**config.mk**
```make
export PLATFORM = sky130hd
export DESIGN_NAME = baccarat_dealer
export DESIGN_NICKNAME = d
export VERILOG_FILES = /design/src/rtl/baccarat_dealer.sv
export SDC_FILE = /design/constraint.sdc
export NUM_CORES = 1
export LEC_CHECK = 0
export CORE_AREA = 4 4 66 68
export DETAILED_ROUTE_END_ITERATION = 7
export DIE_AREA = 0 0 70 72
export GPL_ROUTABILITY_DRIVEN = 0
export PLACE_DENSITY = 0.78
export SYNTH_ARGS = -nofsm -noshare
export SYNTH_HDL_FRONTEND = slang
export SYNTH_SLANG_ARGS = --single-unit
```
**constraint.sdc**
```tcl
create_clock -name slow_clock -period 1.62 [get_ports slow_clock]
set_input_delay 0.405 -clock slow_clock [delete_from_list [all_inputs] [get_ports slow_clock]]
set_output_delay 0.405 -clock slow_clock [all_outputs]
set_load 0.03 [all_outputs]
```
**src/rtl/baccarat_dealer.sv**
```systemverilog
`default_nettype none
// ============================================================================
//  Module      : baccarat_dealer
//  Description : Sequences one baccarat round. Loads dealt card codes into the
//                player/dealer hand registers. Applies the natural, player
//                third-card and dealer tableau rules using externally computed
//                hand scores, then lights the winner.
//  Revision    : 1.0  initial release
// ============================================================================
module baccarat_dealer #(
    parameter int NATURAL_MIN     = 8,
    parameter int PLAYER_DRAW_MAX = 5
) (
    input  logic       slow_clock,
    input  logic       resetb,
    input  logic       advance,
    input  logic [3:0] new_card,
    input  logic [3:0] pscore,
    input  logic [3:0] dscore,
    output logic [3:0] pcard1,
    output logic [3:0] pcard2,
    output logic [3:0] pcard3,
    output logic [3:0] dcard1,
    output logic [3:0] dcard2,
    output logic [3:0] dcard3,
    output logic       player_win,
    output logic       dealer_win,
    output logic       done
);

    localparam logic [3:0] c_NATURAL_MIN     = 4'(NATURAL_MIN);
    localparam logic [3:0] c_PLAYER_DRAW_MAX = 4'(PLAYER_DRAW_MAX);

    typedef enum logic [3:0] {
        S_P1    = 4'd0,
        S_D1    = 4'd1,
        S_P2    = 4'd2,
        S_D2    = 4'd3,
        S_EVAL1 = 4'd4,
        S_EVALD = 4'd5,
        S_P3    = 4'd6,
        S_EVAL2 = 4'd7,
        S_D3    = 4'd8,
        S_SCORE = 4'd9,
        S_DONE  = 4'd10
    } state_t;

    state_t     state_q, state_d;
    logic [3:0] pcard1_q, pcard1_d, pcard2_q, pcard2_d, pcard3_q, pcard3_d;
    logic [3:0] dcard1_q, dcard1_d, dcard2_q, dcard2_d, dcard3_q, dcard3_d;
    logic       player_win_q, player_win_d;
    logic       dealer_win_q, dealer_win_d;
    logic       done_q, done_d;

    logic       w_card_ok;
    logic [3:0] w_pcard3_val;
    logic       w_dealer_draw;

    // Baccarat value of a card code: A..9 count face value, tens and faces count 0.
    function automatic logic [3:0] card_value(input logic [3:0] code);
        return (code <= 4'd9) ? code : 4'd0;
    endfunction

    // A deal step needs a real card on the source; empty/illegal codes are ignored.
    assign w_card_ok    = advance && (new_card >= 4'd1) && (new_card <= 4'd13);
    assign w_pcard3_val = card_value(pcard3_q);

    // Dealer tableau after the player drew, keyed on the dealer's two-card score.
    always_comb begin
        w_dealer_draw = 1'b0;
        case (dscore)
            4'd0, 4'd1, 4'd2: w_dealer_draw = 1'b1;
            4'd3:    w_dealer_draw = (w_pcard3_val != 4'd8);
            4'd4:    w_dealer_draw = (w_pcard3_val >= 4'd2) && (w_pcard3_val <= 4'd7);
            4'd5:    w_dealer_draw = (w_pcard3_val >= 4'd4) && (w_pcard3_val <= 4'd7);
            4'd6:    w_dealer_draw = (w_pcard3_val >= 4'd6) && (w_pcard3_val <= 4'd7);
            default: w_dealer_draw = 1'b0;
        endcase
    end

    // Next-state and next-output logic for the round sequencer.
    always_comb begin
        state_d      = state_q;
        pcard1_d     = pcard1_q;
        pcard2_d     = pcard2_q;
        pcard3_d     = pcard3_q;
        dcard1_d     = dcard1_q;
        dcard2_d     = dcard2_q;
        dcard3_d     = dcard3_q;
        player_win_d = player_win_q;
        dealer_win_d = dealer_win_q;
        done_d       = done_q;

        case (state_q)
            S_P1: if (w_card_ok) begin pcard1_d = new_card; state_d = S_D1; end
            S_D1: if (w_card_ok) begin dcard1_d = new_card; state_d = S_P2; end
            S_P2: if (w_card_ok) begin pcard2_d = new_card; state_d = S_D2; end
            S_D2: if (w_card_ok) begin dcard2_d = new_card; state_d = S_EVAL1; end
            S_P3: if (w_card_ok) begin pcard3_d = new_card; state_d = S_EVAL2; end
            S_D3: if (w_card_ok) begin dcard3_d = new_card; state_d = S_SCORE; end
            // Scores are combinational on registered cards, so they are valid here.
            S_EVAL1: begin
                if ((pscore >= c_NATURAL_MIN) || (dscore >= c_NATURAL_MIN))
                    state_d = S_SCORE;
                else if (pscore <= c_PLAYER_DRAW_MAX)
                    state_d = S_P3;
                else
                    state_d = S_EVALD;
            end
            // Player stood: dealer follows the same draw-on-5-or-less rule.
            S_EVALD: state_d = (dscore <= 4'd5) ? S_D3 : S_SCORE;
            S_EVAL2: state_d = w_dealer_draw ? S_D3 : S_SCORE;
            // A tie lights both lamps.
            S_SCORE: begin
                player_win_d = (pscore >= dscore);
                dealer_win_d = (dscore >= pscore);
                done_d       = 1'b1;
                state_d      = S_DONE;
            end
            // Any advance starts a fresh round without consuming a card.
            S_DONE: begin
                if (advance) begin
                    pcard1_d     = 4'd0;
                    pcard2_d     = 4'd0;
                    pcard3_d     = 4'd0;
                    dcard1_d     = 4'd0;
                    dcard2_d     = 4'd0;
                    dcard3_d     = 4'd0;
                    player_win_d = 1'b0;
                    dealer_win_d = 1'b0;
                    done_d       = 1'b0;
                    state_d      = S_P1;
                end
            end
            default: state_d = S_P1;
        endcase
    end

    // State and output registers, cleared asynchronously.
    always_ff @(posedge slow_clock or negedge resetb) begin
        if (!resetb) begin
            state_q      <= S_P1;
            pcard1_q     <= 4'd0;
            pcard2_q     <= 4'd0;
            pcard3_q     <= 4'd0;
            dcard1_q     <= 4'd0;
            dcard2_q     <= 4'd0;
            dcard3_q     <= 4'd0;
            player_win_q <= 1'b0;
            dealer_win_q <= 1'b0;
            done_q       <= 1'b0;
        end else begin
            state_q      <= state_d;
            pcard1_q     <= pcard1_d;
            pcard2_q     <= pcard2_d;
            pcard3_q     <= pcard3_d;
            dcard1_q     <= dcard1_d;
            dcard2_q     <= dcard2_d;
            dcard3_q     <= dcard3_d;
            player_win_q <= player_win_d;
            dealer_win_q <= dealer_win_d;
            done_q       <= done_d;
        end
    end

    assign pcard1     = pcard1_q;
    assign pcard2     = pcard2_q;
    assign pcard3     = pcard3_q;
    assign dcard1     = dcard1_q;
    assign dcard2     = dcard2_q;
    assign dcard3     = dcard3_q;
    assign player_win = player_win_q;
    assign dealer_win = dealer_win_q;
    assign done       = done_q;

endmodule
`default_nettype wire

```
==> After elaboration in Yosys (flattened, before gate mapping) <==
Cells that the tools add are included.
{ "totals": {"ff_bits": 31, "out_inout_bits": 27, "elab_cells": 96, "inputBits": 15} }
{ "op_classes": {"n_eq_ne": 24, "n_mux": 25, "reduce_logical": 24, "magnitude_cmp": 13} }
{ "op_table": {"columns": ["cell", "n"], "rows": [
  ["$pmux W4 S2", 6],
  ["$pmux W4 S11", 1],
  ["$mux W4", 10],
  ["$eq A4 B3 Y1 const B", 7],
  ["$reduce_and A3 Y1", 6],
  ["$eq A4 B2 Y1 const B", 4],
  ["$ne A2 B2 Y1 const B", 7],
  ["$reduce_bool A2 Y1", 7],
  ["$eq A4 B4 Y1 const B", 3],
  ["$le A4 B3 Y1 const B", 3],
  ["$eq A4 B1 Y1 const B", 2],
  ["$ge A4 B3 Y1 const B", 2],
  ["$ge A4 B4 Y1", 2],
  ["$ge A4 B4 Y1 const B", 2],
  ["$le A4 B4 Y1 const B", 2],
  ["$logic_not A4 Y1", 2],
  ["$reduce_and A7 Y1", 1],
  ["$pmux W1 S2", 3],
  ["$logic_and A1 B1 Y1", 5],
  ["$pmux W1 S5", 1],
  ["$ge A4 B1 Y1 const B", 1],
  ["$ge A4 B2 Y1 const B", 1],
  ["$ne A4 B4 Y1 const B", 1],
  ["$mux W1", 3],
  ["4 further kinds", 4]
]} }

==> Depth between registers and ports, before layout <==
{ "depth": {"ltp_word": 7, "mapped_depth": 7, "depth_no_buf": 7} }

==> Least setup slack after synthesis <==
OpenSTA, ideal clock, no wires.
{ "synth_path": {"path_type": "input -> register", "from": "in new_card[2]", "to": "reg pcard2_q[0], in the netlist pcard2[0]", "path_stages": 6, "path_buffers": 1, "slack_ns": -0.098, "setup_ns": 0.137, "arrival_ns": 1.581, "t_required_ns": 1.483, "path_cell_list": "or4_1 and3_1 buf_6 mux2i_4 nor4_4 mux2i_1"} }
{ "synth_between": {"elab_chain_cells": 5, "word_cells_on_any_way": 6, "cone_classes": "2 x order compare; 1 x eq/ne; 3 x reduce/logical"} }
{ "synth_lines": {"columns": ["item", "line_no", "text"], "rows": [
  ["from (decl)", "17", "input logic [3:0] new_card,"],
  ["$ge A4 B1 Y1", "65", "assign w_card_ok = advance && (new_card >= 4'd1) && (new_card <= 4'd13);"],
  ["$logic_and A1 B1 Y1", "65", null],
  ["$logic_and A1 B1 Y1 *", "65", null],
  ["$ne A2 B2 Y1 (no line) *", null, null],
  ["$reduce_and A3 Y1 (no line) *", null, null],
  ["to (signal assigned)", "155", "pcard2_q <= pcard2_d;"],
  ["to (decl)", "49", "logic [3:0] pcard1_q, pcard1_d, pcard2_q, pcard2_d, pcard3_q, pcard3_d;"]
]} }
Every way passes the cells marked *; elsewhere a longest branch is shown, timed or not.
A chain may end at the register's enable or synchronous reset.

==> Final worst setup path <==
{ "layout_path": {"from": "in new_card[2]", "to": "reg pcard2_q[2], in the netlist pcard2[2]"} }
{ "layout_between": {"elab_chain_cells": 5, "word_cells_on_any_way": 8, "cone_classes": "2 x order compare; 1 x eq/ne; 2 x mux; 3 x reduce/logical"} }
{ "layout_lines": {"columns": ["item", "line_no"], "rows": [
  ["$ge A4 B1 Y1", "65"],
  ["$logic_and A1 B1 Y1 (2 in a row)", "65"],
  ["$ne A2 B2 Y1 (no line)", null],
  ["$reduce_and A3 Y1 (no line)", null]
]} }
Several ways; a longest one is shown, not always the timed one. The select of a mux whose other input is x is not followed.

==> flow_summary.ini <==
[cts]
clk_latency_ps = 280
numCtsBuffers = 5
clock-root-buffer = clkbuf_8
clk_pin_slew_ps = 70
cts_tree = yes
h-tree-depth = 2
clk_path_buf_depth = 2
cts_sinks = 31

[floorplan]
start_util_pct = 41.7
row_count = 23
die_x_um = 70
dieArea_mm2 = 0.00504
coreArea_mm2 = 0.00386
io_pins = 42
die_height_um = 72

[timing]
clock.fmax_mhz = 623
rsz0062_at_grt = true
finClkSkew_ps = 5.80
setup_ws_ps = 15.8
setup_viol = 0
period_share_pct = 99.0
period_minus_slack_ps = 1600
tightestPinTransition_ps = 384
hold_viol = 0
drv_slew = 0
maxSlewHeadroom_pct = 74.4

[final_layout]
nFillCells = 335
nets = 255
diodes = 0
layout.cells.non_filler = 287
final_core_util_pct = 60.3
area_growth_pct = 44.8
final_area_mm2 = 0.00233
drive_gt1_share_pct = 20.3

[detailed_routing]
drt_iter0_markers = 56
wl_mm = 4.32
drc_errors = 0
drtAntennaViolNets = 0
vias_per_cell = 5.33
wire_per_inst_um = 15.1
firstDrtPassIters = 4
dr_total_vias = 1531

[logic_synthesis]
synth_edf_count = 0
synth.cell_area_mm2 = 0.00161
syn_area_per_cell_um2 = 9.23
netlist_top_cells_area = dfrtp_1 (48%), o21ai_0 (9.0%), nand3_1 (8.7%)
post-synth-top-count-cell = dfrtp_1
ys_seq_area_share_pct = 48.3
syn-num-nets = 193
synth_cell_types = 32
synth.largest_area_cell = dfrtp_1
yosysWarnings = 0
yosysTopAreaCellShare_pct = 48.3
netlist_top_cells_count = dfrtp_1 (31), o21ai_0 (29), nand3_1 (28)
synth-main-ff-cell = dfrtp_1
synth_cells = 174
ys_ff_latch = 31
synth-async-reset-ratio_pct = 100

[worst_setup_path]
critPathLaunch = new_card[2]
path_max_fanout = 7
cp-start-kind = primary input
worstSetupEndpointType = register
r2r_setup_slack_ps = 120
cp.required_ps = 1780
r2r_cells = 6
worstReg2RegStart = state_q[1]$_DFFE_PN0P_
cp-endpoint = pcard2[2]$_DFFE_PN0P_
crit_type = primary input to register
crit_arrival_ps = 1760
timing.rr.end = pcard1[3]$_DFFE_PN0P_

[outcome]
outcome = finished, final reports clean

[placed_design]
dp_cells = 276
dp_hpwl_mm = 2.95
io_buffers = 41
dp_slack_ps = -602
dpl_cell_area_mm2 = 0.00218

[global_route]
overflow = 0
grt_pass1_wl_mm = 7.31
antenna_found_initial = 0
grt_max_degree = 32
grtUsageTotal_pct = 18.3
grt_pass1_vias = 1578

[power_and_ir_drop]
vdd_drop_max_v = 0.00118
total_power_w = 0.00418
leakagePower_nw = 1.13
cellPowerDensity_mw_per_mm2 = 1800

[min_path]
hold_class = register to register

[flow_run]
drv_cap = 0
metal layers:
metal	up-vias	wire [um]	GRT usage, %
met4	0	70	6.38
li1	749	-	-
met1	729	1970	22.1
met2	44	2040	30.8
met3	9	244	6.09
met5	-	0	0
sequential cells by signal, indices dropped and copies added, names as in the netlist:
name and count:
dcard1 4, pcard1 4, player_win 1, dcard2 4, done 1, pcard3 4, pcard2 4, dealer_win 1
state_q 4, dcard3 4
cells in the final DEF (no fill, tap or decap), drive strengths merged, types with 5 or more instances in the layout:
| cell | instances |
|---|---|
| a21oi | 7 |
| buf | 22 |
| clkbuf | 9 |
| clkdlybuf4s50 | 7 |
| dfrtp | 31 |
| dlygate4sd2 | 28 |
| inv | 10 |
| mux2i | 5 |
| nand2 | 13 |
| nand3 | 28 |
| nor2 | 13 |
| o21ai | 29 |
through the flow:
stage                     hold slack (ps)  setup TNS [ps]
after global routing                  503            -249
after global placement                466          -14360
after floorplan                       109            -481
after CTS                             480               0
after detailed placement              469          -15140
final                                 479               0
area by class of cell:
cell class / count / area, um^2 / area share [%]
Sequential cell: 31 / 778 / 33.5
Clock inverter: 1 / 7.51 / 0.323
Timing Repair Buffer: 62 / 529 / 22.8
Clock buffer: 7 / 96.3 / 4.14
Inverter: 10 / 37.5 / 1.61
Tap cell: 50 / 62.6 / 2.69
Multi-Input combinational cell: 126 / 815 / 35.0
kinds of logic after synthesis:
family / count (synthesis) / synth area share [%]
DFF: 31 / 48.3
buffers and inverters: 17 / 4.59
muxes: 5 / 3.89
and+or+nand+nor: 69 / 22.7
adders and majority gates: 4 / 3.12
AOI/OAI and AO/OA: 48 / 17.4
worst max-delay path, stage by stage:
cell	delay, ps
buf_6	90
or4_4	530
and3_4	220
mux2i_4	170
nor4_4	60
buf_4	160
mux2i_1	120
what timing repair did:
item                       CTS  global route
hold buffers                 0             0
pin swaps                    5             7
setup endpoints to repair   57            28
resized for setup           39            19
buffers inserted             1             2
worst min-delay path by stage:
stage / startpoint / cells after the start / slack [ps] / to
3_5_place_dp: done$_DFFE_PN0P_ / 2 / 470 / done$_DFFE_PN0P_
5_1_grt: new_card[1] / 3 / 500 / dcard3[1]$_DFFE_PN0P_
3_3_place_gp: done$_DFFE_PN0P_ / 2 / 470 / done$_DFFE_PN0P_
6_report: done$_DFFE_PN0P_ / 2 / 480 / done$_DFFE_PN0P_
2_1_floorplan: resetb / 0 / 110 / dcard1[0]$_DFFE_PN0P_
4_1_cts: done$_DFFE_PN0P_ / 2 / 480 / done$_DFFE_PN0P_
where the power goes:
part / switching [W] / internal [W]
registers: 0.000256 / 0.00111
clock network: 0.000291 / 0.000386
logic: 0.00135 / 0.000779
total: 0.00190 / 0.00228
No activity file was read; power rests on OpenSTA's default activity.
